==> config.mk <==
export PLATFORM = sky130hd
export DESIGN_NAME = eth_fcs_inserter
export DESIGN_NICKNAME = d
export VERILOG_FILES = /design/src/rtl/eth_fcs_inserter.sv
export SDC_FILE = /design/constraint.sdc
export NUM_CORES = 1
export LEC_CHECK = 0
export CAP_MARGIN = 10
export CORE_UTILIZATION = 30
export DETAILED_ROUTE_END_ITERATION = 8
export PLACE_DENSITY = 0.59
export REMOVE_ABC_BUFFERS = 1
export SETUP_SLACK_MARGIN = 0.15
export SLEW_MARGIN = 15
export SYNTH_ARGS = -nofsm -noshare
export SYNTH_HDL_FRONTEND = slang
export SYNTH_SLANG_ARGS = --single-unit
export TNS_END_PERCENT = 20
==> constraint.sdc <==
create_clock -name ACLK -period 2 [get_ports ACLK]
set_input_delay 0.2 -clock ACLK [delete_from_list [all_inputs] [get_ports ACLK]]
set_output_delay 0.2 -clock ACLK [all_outputs]
set_load 0.05 [all_outputs]
==> src/rtl/eth_fcs_inserter.sv <==
// Ethernet FCS inserter: passes frame bytes through, zero-pads short frames to the minimum
// length, appends the reflected CRC-32 FCS and enforces an idle gap before the next frame.
module eth_fcs_inserter #(
  parameter int unsigned MIN_FRAME_BYTES = 60,
  parameter int unsigned IFG_CYCLES      = 12,
  parameter int unsigned COUNT_WIDTH     = 16
) (
  input  logic                   ACLK,
  input  logic                   ARESET,
  input  logic [7:0]             S_DATA_IN,
  input  logic                   S_DATA_VALID,
  output logic                   S_DATA_READY,
  input  logic                   S_DATA_LAST,
  input  logic                   S_DATA_TUSER,
  output logic [7:0]             M_DATA_OUT,
  output logic                   M_DATA_VALID,
  input  logic                   M_DATA_READY,
  output logic                   M_DATA_LAST,
  output logic                   M_DATA_TUSER,
  output logic [COUNT_WIDTH-1:0] FRAME_COUNT,
  output logic                   BUSY
);

  localparam logic [31:0] CrcPoly = 32'hEDB88320;
  localparam logic [31:0] CrcInit = 32'hFFFFFFFF;
  localparam int unsigned GapW    = (IFG_CYCLES > 1) ? $clog2(IFG_CYCLES) : 1;
  localparam logic [GapW-1:0] GapLast = GapW'((IFG_CYCLES == 0) ? 0 : IFG_CYCLES - 1);
  localparam logic [COUNT_WIDTH-1:0] MinCnt = COUNT_WIDTH'(MIN_FRAME_BYTES);

  typedef enum logic [2:0] {StIdle, StPass, StPad, StFcs, StGap} state_e;

  state_e                 state_q, state_d;
  logic [31:0]            crc_q, crc_d;
  logic [COUNT_WIDTH-1:0] cnt_q, cnt_d, cnt_inc;
  logic [GapW-1:0]        gap_q, gap_d;
  logic [1:0]             idx_q, idx_d;
  logic                   err_q, err_d;
  logic [COUNT_WIDTH-1:0] frames_q, frames_d;
  logic [31:0]            fcs_word;
  logic [7:0]             fcs_byte;
  logic                   in_xfer, out_xfer;

  function automatic logic [31:0] crc_byte(input logic [31:0] crc, input logic [7:0] data);
    logic [31:0] c;
    c = crc ^ {24'h000000, data};
    for (int i = 0; i < 8; i++) begin
      c = c[0] ? ((c >> 1) ^ CrcPoly) : (c >> 1);
    end
    return c;
  endfunction

  assign cnt_inc  = (cnt_q == '1) ? cnt_q : cnt_q + COUNT_WIDTH'(1);
  assign fcs_word = ~crc_q;
  assign fcs_byte = fcs_word[{idx_q, 3'b000} +: 8];
  assign in_xfer  = S_DATA_VALID & S_DATA_READY;
  assign out_xfer = M_DATA_VALID & M_DATA_READY;

  always_ff @(posedge ACLK or negedge ARESET) begin
    if (!ARESET) begin
      state_q  <= StIdle;
      crc_q    <= CrcInit;
      cnt_q    <= '0;
      gap_q    <= '0;
      idx_q    <= 2'd0;
      err_q    <= 1'b0;
      frames_q <= '0;
    end else begin
      state_q  <= state_d;
      crc_q    <= crc_d;
      cnt_q    <= cnt_d;
      gap_q    <= gap_d;
      idx_q    <= idx_d;
      err_q    <= err_d;
      frames_q <= frames_d;
    end
  end

  always_comb begin
    state_d  = state_q;
    crc_d    = crc_q;
    cnt_d    = cnt_q;
    gap_d    = gap_q;
    idx_d    = idx_q;
    err_d    = err_q;
    frames_d = frames_q;
    unique case (state_q)
      // The first byte of a frame is handled exactly like any later payload byte.
      StIdle, StPass: begin
        if (in_xfer) begin
          crc_d   = crc_byte(crc_q, S_DATA_IN);
          cnt_d   = cnt_inc;
          err_d   = err_q | S_DATA_TUSER;
          state_d = StPass;
          if (S_DATA_LAST) begin
            state_d = (cnt_inc < MinCnt) ? StPad : StFcs;
          end
        end
      end
      StPad: begin
        if (out_xfer) begin
          crc_d = crc_byte(crc_q, 8'h00);
          cnt_d = cnt_inc;
          if (cnt_inc >= MinCnt) begin
            state_d = StFcs;
          end
        end
      end
      StFcs: begin
        if (out_xfer) begin
          if (idx_q == 2'd3) begin
            idx_d    = 2'd0;
            frames_d = frames_q + COUNT_WIDTH'(1);
            crc_d    = CrcInit;
            cnt_d    = '0;
            err_d    = 1'b0;
            gap_d    = '0;
            state_d  = (IFG_CYCLES == 0) ? StIdle : StGap;
          end else begin
            idx_d = idx_q + 2'd1;
          end
        end
      end
      StGap: begin
        if (gap_q == GapLast) begin
          state_d = StIdle;
        end else begin
          gap_d = gap_q + GapW'(1);
        end
      end
      default: state_d = StIdle;
    endcase
  end

  // Pass-through is gated by reset so every output reads 0 while ARESET is low.
  always_comb begin
    S_DATA_READY = 1'b0;
    M_DATA_OUT   = 8'h00;
    M_DATA_VALID = 1'b0;
    M_DATA_LAST  = 1'b0;
    M_DATA_TUSER = 1'b0;
    if (ARESET) begin
      unique case (state_q)
        StIdle, StPass: begin
          S_DATA_READY = M_DATA_READY;
          M_DATA_OUT   = S_DATA_IN;
          M_DATA_VALID = S_DATA_VALID;
        end
        StPad: M_DATA_VALID = 1'b1;
        StFcs: begin
          M_DATA_VALID = 1'b1;
          M_DATA_OUT   = fcs_byte;
          M_DATA_LAST  = (idx_q == 2'd3);
          M_DATA_TUSER = err_q & (idx_q == 2'd3);
        end
        default: ;
      endcase
    end
  end

  assign BUSY        = (state_q != StIdle);
  assign FRAME_COUNT = frames_q;

endmodule

==> results.rst <==
.. list-table::
   :header-rows: 1

   * - Metric
     - Value
   * - Status
     - complete, but fails checks
   * - Failing checks
     - setup timing
   * - Iteration-0 DRC Markers
     - 249
   * - Fin. max-slew vios
     - 0
   * - Number of placed cells counting well taps
     - 924
   * - Most area-consuming cells after synthesis
     - dfrtp_1 19%, dfstp_2 15%, xnor2_1 13%
   * - H-Tree Depth
     - 3
   * - Number of fill cells
     - 1,705
   * - Final Hold Violating Endpoints
     - 0
   * - Die extent in x
     - 138 µm
   * - Final setup TNS
     - -0.494 ns
   * - Avg WL per Cell
     - 17.5 µm
   * - Layout cell share with drive strength beyond 1
     - 40.6%
   * - Leak pwr
     - 3.37 nW
   * - # rows
     - 49
   * - Critical path depth
     - 5
   * - Final setup violation count
     - 9
   * - Sort of element at the end of the critical path
     - primary output
   * - 1st-pass router iterations
     - 5
   * - Highest-delay cell along the critical path
     - mux4_2
   * - Setup clock skew after layout
     - 0.00688 ns
   * - Async S/R FF share, synth
     - 100%
   * - Mean area per synthesized cell
     - 9.26 µm²
   * - Placeable core region
     - 18,000 µm²
   * - Number of max-cap violations
     - 0
   * - Area share of the largest cell type after synthesis
     - 19.0%
   * - TritonCTS clock tree
     - done
   * - WL final
     - 16,800 µm
   * - Commonest register cell after synthesis
     - dfrtp_1
   * - Die H
     - 138 µm
   * - Required time reported for the critical path endpoint
     - 1.80 ns
   * - Synth warn
     - 0
   * - Total CTS buffers
     - 9
   * - Post-synth EDFFs
     - 0
   * - Number of primary I/O pins
     - 43
   * - Signal arrival time at the worst endpoint
     - 1.87 ns
   * - Commonest cells in the synthesized netlist
     - 85 x xnor2_1, 53 x nand2_1, 46 x nor2_1, 46 x o21ai_0, 42 x dfrtp_1
   * - Finished Core Util
     - 45.2%
   * - Remaining global-route overflow
     - 0
   * - Critical path's most frequent cell
     - buf_12
   * - Clock Tree Buf Depth
     - 2
   * - Final Non-Filler Cells
     - 960
   * - Slew HR
     - 66.5%
   * - First-pass GRT wire length
     - 24,800 µm
   * - HPWL after detailed placement
     - 11,200 µm
   * - Relative area change from synthesis to final layout
     - 47.5%
   * - Cell Pwr Density
     - 2160 nW/µm²
   * - Peak VDD IR
     - 0.00145 V
   * - Port Buf Inserts
     - 42
   * - Length in cells of the worst reg-to-reg path
     - 7
   * - Number of buffer and inverter instances along the worst setup path
     - 3
   * - Shortest period the worst path allows
     - 2.07 ns
   * - CTS clock-pin slew for the worst setup and hold paths
     - 0.07 ns
   * - Worst setup margin
     - -0.0733 ns
   * - Initial Utilization
     - 30.6%
   * - Via count of the first global-routing pass
     - 4,694
   * - Antenna cells
     - 0
   * - Count of mapped cells out of synthesis
     - 596
   * - Root Driver
     - clkbuf_16
   * - CP top delay family
     - multiplexers
   * - Post-route clock period utilization
     - 104%
   * - Fin nets
     - 744
   * - Critical path fanouts, max
     - 4
   * - RD Place Congestion
     - 0.887
   * - Clock latency at the later pin of the worst-skew pair
     - 0.35 ns
   * - Number of distinct library cell variants in the gate-level netlist after synthesis
     - 60
   * - Pin count of the biggest net entering global routing
     - 37
   * - Number of antenna violations at the first check in global routing
     - 0
   * - Mean number of vias per cell
     - 5.19
   * - Critical path type
     - flop to primary output
   * - Antenna Violating Nets Remaining
     - 0
   * - Tightest Hold Check Type
     - input port to async pin
   * - Setup crit start kind
     - flop
   * - Number of remaining DRC errors
     - 0
   * - RSZ-0062 raised after global routing
     - true
   * - Least-Margin Pin Slew
     - 0.502 ns
   * - Via count
     - 4,980
   * - Delay contributed by the slowest stage of the critical path
     - 0.52 ns
   * - Synth area leader
     - dfrtp_1
   * - Global-route usage over all layers
     - 17.4%
   * - Die outline area
     - 18,900 µm²
   * - # clock sinks
     - 74
   * - Cell Chain, Critical Path
     - buf_12 -> buf_16 -> mux4_2 -> o21ai_2 -> buf_12
   * - Flip-flop and latch count after synthesis
     - 74
   * - Mapped cell area
     - 5520 µm²
   * - Fmax achieved
     - 482 MHz
   * - Count leader, synth
     - xnor2_1
   * - Sequential element share of the synthesized area
     - 34.3%
## timing repair
item | 4_1_cts | 5_1_grt
resized for setup | 45 | 125
hold buffers | 2 | 0
cloned | 1 | 4
pin swaps | 14 | 58
buffers inserted | 2 | 11
setup endpoints to repair | 53 | 71
hold endpoints to repair | 4 | 0
## metal layers
layer | global-route usage, % | part of all wire [%]
met1 | 22.9 | 44
met2 | 27.3 | 47
met3 | 4.12 | 6.1
met4 | 7.39 | 2.6
met5 | 0 | 0
## layout make-up
class | instances | area, µm² | area share, %
multi-input combinational | 471 | 4010 | 49.3
sequential | 74 | 1890 | 23.3
timing repair buffer | 158 | 1620 | 19.9
tap | 229 | 287 | 3.52
clock buffer | 9 | 225 | 2.77
clock inverter | 7 | 60.1 | 0.738
inverter | 12 | 45.0 | 0.553
## registers in the layout (all words and copies together), names as in the netlist
name	count
FRAME_COUNT	16
cnt_q	16
crc_q	32
err_q	1
gap_q	4
idx_q	2
state_q	3
## final timing paths
path	slack, ns	to	from
hold reg to reg	0.48	crc_q[11]	crc_q[11]
hold / removal	0.02	cnt_q[0]	ARESET
max in group asynchronous	1.41	gap_q[2]	ARESET
setup / recovery	-0.07	M_DATA_OUT[0]	idx_q[0]
setup reg to reg	-0.04	FRAME_COUNT[15]	idx_q[0]
min in group ACLK	0.45	err_q	ARESET
## layout by cell type, fill, tap and decap left out, types with 6 or more instances in the layout
master           netlist  layout
nor3_1                14      11
clkdlybuf4s50_1        0      20
a21oi_1               25      23
xnor2_4                5      14
nand2_2                0       8
o21ai_1                1       6
inv_1                 12      12
xnor2_1               85      70
dfstp_2               32      32
o21ai_2                0      21
buf_12                 0      17
xor2_1                37      29
a31oi_1               13      13
o22ai_1               10      10
buf_6                  3      11
xnor2_2               10      16
nor2_1                46      40
nand4_1               15      15
dfrtp_1               42      40
buf_4                  3      93
clkbuf_16              0      12
nand2_1               53      40
xor2_2                 0       7
nand3_1               12      12
mux4_2                 8       8
o21ai_0               46      20
a21o_1                 6       6
## per-stage QoR
stage / cell area, µm² / hold WS (ns) / power [W] / setup WS, ns
2_1_floorplan: 5330 / -0.0956 / 0.00979 / -2.15
3_3_place_gp: 6900 / 0.0462 / 0.0132 / -0.209
3_5_place_dp: 6900 / 0.0452 / 0.0133 / -0.221
4_1_cts: 7430 / 0.00976 / 0.0157 / -0.0872
5_1_grt: 8140 / 0.0333 / 0.0186 / -0.148
6_report: 8140 / 0.0150 / 0.0176 / -0.0733
## where the power goes
| group | total (W) | leakage (nW) | internal [W] | switching [W] |
|---|---|---|---|---|
| registers | 0.00290 | 0.880 | 0.00223 | 0.000661 |
| logic | 0.0131 | 2.36 | 0.00661 | 0.00646 |
| clock network | 0.00160 | 0.131 | 0.000860 | 0.000738 |
## tightest hold or removal path, cell delays in order
cell and delay (ns):
buf_4 0.14, buf_4 0.15, buf_4 0.23
## kinds of logic (layout without fill, tap and decap cells)
kind of cell	Yosys count	count (layout)	share of synthesized area, %
simple gates	179	179	15.6
xor+xnor	138	138	25.2
fa+ha+maj	4	4	0.907
flops	74	74	34.3
mux	16	16	4.83
compound gates	134	134	15.0
buf+inv	51	186	4.19
No activity file was read; power rests on OpenSTA's default activity.
